$ cat config.mk
export PLATFORM = sky130hd
export DESIGN_NAME = acq_frame_ctrl
export DESIGN_NICKNAME = d
export VERILOG_FILES = /design/src/rtl/acq_frame_ctrl.sv
export SDC_FILE = /design/constraint.sdc
export NUM_CORES = 1
export LEC_CHECK = 0
export BUFFER_PORTS_ARGS = -buffer_cell sky130_fd_sc_hd__clkbuf_2
export CORE_MARGIN = 3
export CORE_UTILIZATION = 30
export DETAILED_ROUTE_END_ITERATION = 7
export GPL_ROUTABILITY_DRIVEN = 0
export HOLD_SLACK_MARGIN = 0.1
export SYNTH_ARGS = -nofsm -noshare
export SYNTH_HDL_FRONTEND = slang
export SYNTH_SLANG_ARGS = --single-unit
export TNS_END_PERCENT = 10
$ cat constraint.sdc
create_clock -name clk -period 4.2 [get_ports clk]
set_input_delay 0.42 -clock clk [delete_from_list [all_inputs] [get_ports clk]]
set_output_delay 0.42 -clock clk [all_outputs]
set_load 0.01 [all_outputs]
$ cat src/rtl/acq_frame_ctrl.sv
// Acquisition frame controller: arms on start/trigger, gates the decimator and
// forwards one frame of samples over AXI-Stream through a single output register.
module acq_frame_ctrl #(
  parameter int DATA_WIDTH = 12,
  parameter int REG_WIDTH  = 32
) (
  input  logic                  clk,
  input  logic                  rst_n,
  input  logic                  start,
  input  logic                  abort,
  input  logic                  trig_mode,
  input  logic                  trig_in,
  input  logic [REG_WIDTH-1:0]  decimate_cfg,
  input  logic [REG_WIDTH-1:0]  frame_len_cfg,
  output logic [REG_WIDTH-1:0]  dec_decimate,
  output logic                  dec_enable,
  input  logic                  s_valid,
  input  logic [DATA_WIDTH-1:0] s_data,
  output logic                  m_tvalid,
  output logic [DATA_WIDTH-1:0] m_tdata,
  output logic                  m_tlast,
  input  logic                  m_tready,
  output logic                  busy,
  output logic                  done,
  output logic                  overflow,
  output logic                  cfg_err
);

  localparam logic [1:0] IDLE    = 2'd0;
  localparam logic [1:0] ARMED   = 2'd1;
  localparam logic [1:0] CAPTURE = 2'd2;
  localparam logic [1:0] DRAIN   = 2'd3;

  logic [1:0]            state_q, state_d;
  logic [REG_WIDTH-1:0]  dec_q, dec_d, len_q, len_d, cnt_q, cnt_d, cnt_inc;
  logic                  tvalid_q, tvalid_d, tlast_q, tlast_d;
  logic [DATA_WIDTH-1:0] tdata_q, tdata_d;
  logic                  done_q, done_d, ovf_q, ovf_d, cerr_q, cerr_d;
  logic                  trig_prev_q, den_q;

  assign cnt_inc = cnt_q + 1'b1;

  always_comb begin
    state_d  = state_q;
    dec_d    = dec_q;
    len_d    = len_q;
    cnt_d    = cnt_q;
    tvalid_d = tvalid_q;
    tlast_d  = tlast_q;
    tdata_d  = tdata_q;
    ovf_d    = ovf_q;
    done_d   = 1'b0;
    cerr_d   = 1'b0;
    if (abort) begin
      state_d  = IDLE;
      tvalid_d = 1'b0;
      tlast_d  = 1'b0;
    end else begin
      if (tvalid_q && m_tready) begin
        tvalid_d = 1'b0;
        tlast_d  = 1'b0;
      end
      case (state_q)
        IDLE: begin
          if (start) begin
            if (frame_len_cfg != '0) begin
              dec_d   = decimate_cfg;
              len_d   = frame_len_cfg;
              cnt_d   = '0;
              ovf_d   = 1'b0;
              state_d = trig_mode ? ARMED : CAPTURE;
            end else begin
              cerr_d = 1'b1;
            end
          end
        end
        ARMED: if (trig_in && !trig_prev_q) state_d = CAPTURE;
        CAPTURE: begin
          if (s_valid) begin
            // Output register frees up this cycle if it is empty or being drained.
            if (!tvalid_q || m_tready) begin
              tdata_d  = s_data;
              tvalid_d = 1'b1;
              cnt_d    = cnt_inc;
              if (cnt_inc == len_q) begin
                tlast_d = 1'b1;
                state_d = DRAIN;
              end
            end else begin
              ovf_d = 1'b1;
            end
          end
        end
        DRAIN: begin
          if (tvalid_q && m_tready && tlast_q) begin
            state_d = IDLE;
            done_d  = 1'b1;
          end
        end
        default: state_d = IDLE;
      endcase
    end
  end

  always_ff @(posedge clk) begin
    if (!rst_n) begin
      state_q     <= IDLE;
      dec_q       <= '0;
      len_q       <= '0;
      cnt_q       <= '0;
      tvalid_q    <= 1'b0;
      tlast_q     <= 1'b0;
      tdata_q     <= '0;
      done_q      <= 1'b0;
      ovf_q       <= 1'b0;
      cerr_q      <= 1'b0;
      trig_prev_q <= 1'b0;
      den_q       <= 1'b0;
    end else begin
      state_q     <= state_d;
      dec_q       <= dec_d;
      len_q       <= len_d;
      cnt_q       <= cnt_d;
      tvalid_q    <= tvalid_d;
      tlast_q     <= tlast_d;
      tdata_q     <= tdata_d;
      done_q      <= done_d;
      ovf_q       <= ovf_d;
      cerr_q      <= cerr_d;
      trig_prev_q <= trig_in;
      den_q       <= (state_d == CAPTURE);
    end
  end

  assign dec_decimate = dec_q;
  assign dec_enable   = den_q;
  assign m_tvalid     = tvalid_q;
  assign m_tdata      = tdata_q;
  assign m_tlast      = tlast_q;
  assign busy         = (state_q != IDLE);
  assign done         = done_q;
  assign overflow     = ovf_q;
  assign cfg_err      = cerr_q;

endmodule

==> flow_summary_export.csv <==
group,metric,value,unit
critical_path,cp.required,4.52,ns
die,core,0.0190,mm^2
grt,first_global_vias,5551,
yosys,synth_top_family_by_area,"simple AND/OR/NAND/NOR gates",
grt,overflow,0,
yosys,synthSimpleGateAreaFrac,28.6,%
yosys,async_reset_ff_share,0,%
routing,vias,5705,
power,p_per_area,388,mW/mm^2
sta,layout_min_cycle_time,3.40,ns
die,die-area,0.0214,mm^2
sta,tightest_slew,1.10,ns
grt,grt_max_degree,65,
critical_path,worstSetupEndpointType,"register",
cts,cts_buffers,17,
yosys,synth_mux_area_share,0.508,%
critical_path,cp.arrival,3.71,ns
sta,maxSlewViolCount,0,
layout,drive_gt1_share,21.4,%
routing,wl,17200,um
placement,hpwl,12100,um
yosys,synthTopCellsByArea,"dfxtp_1 (40%), nand2_1 (12%), a21boi_0 (11%)",
cts,clock-sinks,117,
routing,wire_per_inst,15.2,um
sta,rsz0062_at_grt,"no",
routing,vias_per_cell,5.02,
die,start_util,31.1,%
yosys,synth_top_area_share,39.6,%
yosys,synth_edf_count,0,
yosys,synth_fa_ha_area_share,0.212,%
grt,antenna_found_initial,0,
routing,first_iter_violations,414,
layout,area_growth,24.3,%
cts,cts_tree,"done",
layout,fin_util,38.6,%
yosys,synth_ff_type,"dfxtp_1",
yosys,synth_warnings,0,
yosys,netlist_area,0.00591,mm^2
min_path,hold_depth,3,
cts,clockBufferDepth,2,
power,ir_drop,0.242,mV
layout,diodes,0,
outcome,outcome,"completed",
yosys,ys_types,55,
yosys,syn_inst,754,
sta,hold_viol,0,
sta,relSlewSlack,26.6,%
die,num_rows,50,
cts,cts_setup_buffers,0,
routing,ant_nets,0,
layout,final_nets,950,
power,leakage,2.83,nW
sta,setup_tns,0,ns
yosys,syn_avg_cell_area,7.84,um^2
run,maxCapViolations,0,
cts,htreeDepth,4,
critical_path,r2r_cells,8,
sta,fmax,0.294,GHz
sta,setup_violations,0,
routing,drtPass1Iterations,5,
sta,fin_crit_sh,80.9,%
sta,clock-skew-final,0.0246,ns
yosys,synth_seq_cells,117,
layout,num-fill-cells,2011,
yosys,synth_compound_area_share,20.3,%
critical_path,rrSetupSlack,0.80,ns
cts,clock_latency,0.43,ns
yosys,ys_seq_area_share,39.6,%
critical_path,crit_fanout,7,
die,dieHeight,146,um
cts,ctsResizeCount,0,
power,finalPower,2.85,mW
die,die_x,146,um
yosys,synthesis.nets,839,
cts,cts.hold.buffers_added,0,
grt,grt_pass1_wl,28000,um
placement,portBuffers,134,
cts,clk_pin_slew,0.06,ns
routing,drc,0,
yosys,synth_xor_xnor_area_share,6.96,%
grt,track_usage,16.0,%
cts,root_buffer,"clkbuf_16",
critical_path,path_class,"register to register",
die,num_io_pins,135,
min_path,hold_class,"input port to register",
yosys,yosysTopAreaCell,"dfxtp_1",
critical_path,start_kind,"register",
path summary, 6_finish.rpt:
path / from / endpoint
max reg2reg: cnt_q[0] / dec_enable
min: decimate_cfg[5] / dec_decimate[5]
min reg2reg: m_tdata[1] / m_tdata[1]
max: cnt_q[0] / dec_enable
cells in the mapped netlist (4+ instances only):
cell type,number
xnor2_1,28
a21boi_0,83
nand2_1,193
nand2b_1,7
nand4_1,15
and2_1,5
and3_1,5
dfxtp_1,117
nor3_1,18
xor2_1,19
a31oi_1,10
nor4_1,13
o21ai_0,37
nand3_1,15
or4_1,4
nand3b_1,4
nor2b_1,14
buf_2,8
a21oi_1,27
inv_1,6
clkbuf_1,35
nor2_1,33
o31ai_1,6
o21a_1,4
per-layer routing:
| metal | track usage (%) | wire length [um] | vias up |
|---|---|---|---|
| met3 | 5.62 | 1510 | 17 |
| met5 | 0 | 0 | - |
| met4 | 4.94 | 174 | 0 |
| li1 | - | - | 2821 |
| met1 | 19.8 | 7350 | 2648 |
| met2 | 26.4 | 8200 | 219 |
final cells by class:
class                           instances  area (um^2)  share of cell area (%)
Timing Repair Buffer                  140          728                    9.91
Sequential cell                       117         2340                    31.9
Clock inverter                          9          103                    1.40
Clock buffer                           22          474                    6.45
Inverter                                6         22.5                   0.306
Multi-Input combinational cell        583         3350                    45.6
Tap cell                              260          325                    4.43
placed cells by master (no fill, tap or decap), types with 7 or more instances in the layout:
master,instances
nand2_1,193
clkbuf_2,134
dfxtp_1,117
a21boi_0,82
o21ai_0,37
nor2_1,33
xnor2_1,28
a21oi_1,27
xor2_1,19
nor3_1,17
clkbuf_16,17
nand4_1,15
nand3_1,15
nor2b_1,14
nor4_1,13
a31oi_1,10
nand2b_1,7
where the power goes:
| part | leakage [nW] | switching, mW | internal (mW) |
|---|---|---|---|
| Combinational | 1.60 | 0.140 | 0.105 |
| Clock | 0.278 | 0.523 | 0.911 |
| Sequential | 0.950 | 0.0242 | 1.14 |
| Total | 2.83 | 0.688 | 2.16 |
worst max-delay path, stage by stage, from the launching register on:
cell and delay, ns:
dfxtp_1 0.48, ha_1 0.30, nand3_2 0.21, nor4_1 0.59, nand4_1 0.23, xnor2_1 0.17, or4_1 0.48, or4_4 0.52
o31a_1 0.29
registers in the layout (all words and copies together) (netlist names):
name and flops:
cfg_err 1, cnt_q 32, m_tlast 1, dec_decimate 32, trig_prev_q 1, dec_enable 1
len_q 32, state_q 2, m_tdata 12, overflow 1, done 1, m_tvalid 1
through the flow:
| step | instances | hold slack [ns] | instance area, um^2 | worst slack, ns |
|---|---|---|---|---|
| finish | 1137 | 0.223 | 7350 | 0.802 |
| global route | 1137 | 0.216 | 7350 | 0.501 |
| CTS | 1137 | 0.213 | 7350 | 0.794 |
| detailed placement | 1106 | 0.459 | 6770 | 0.830 |
| global placement | 1106 | 0.450 | 6770 | 0.947 |
| floorplan | 754 | 0.448 | 5910 | 1.18 |
kinds of logic after synthesis:
family / count (synthesis)
and+or+nand+nor: 350
AOI/OAI and AO/OA: 182
DFF: 117
buffers and inverters: 54
xor gates and xnor gates: 47
muxes: 3
adders and majority gates: 1
Power figures use the tool's default switching activity.
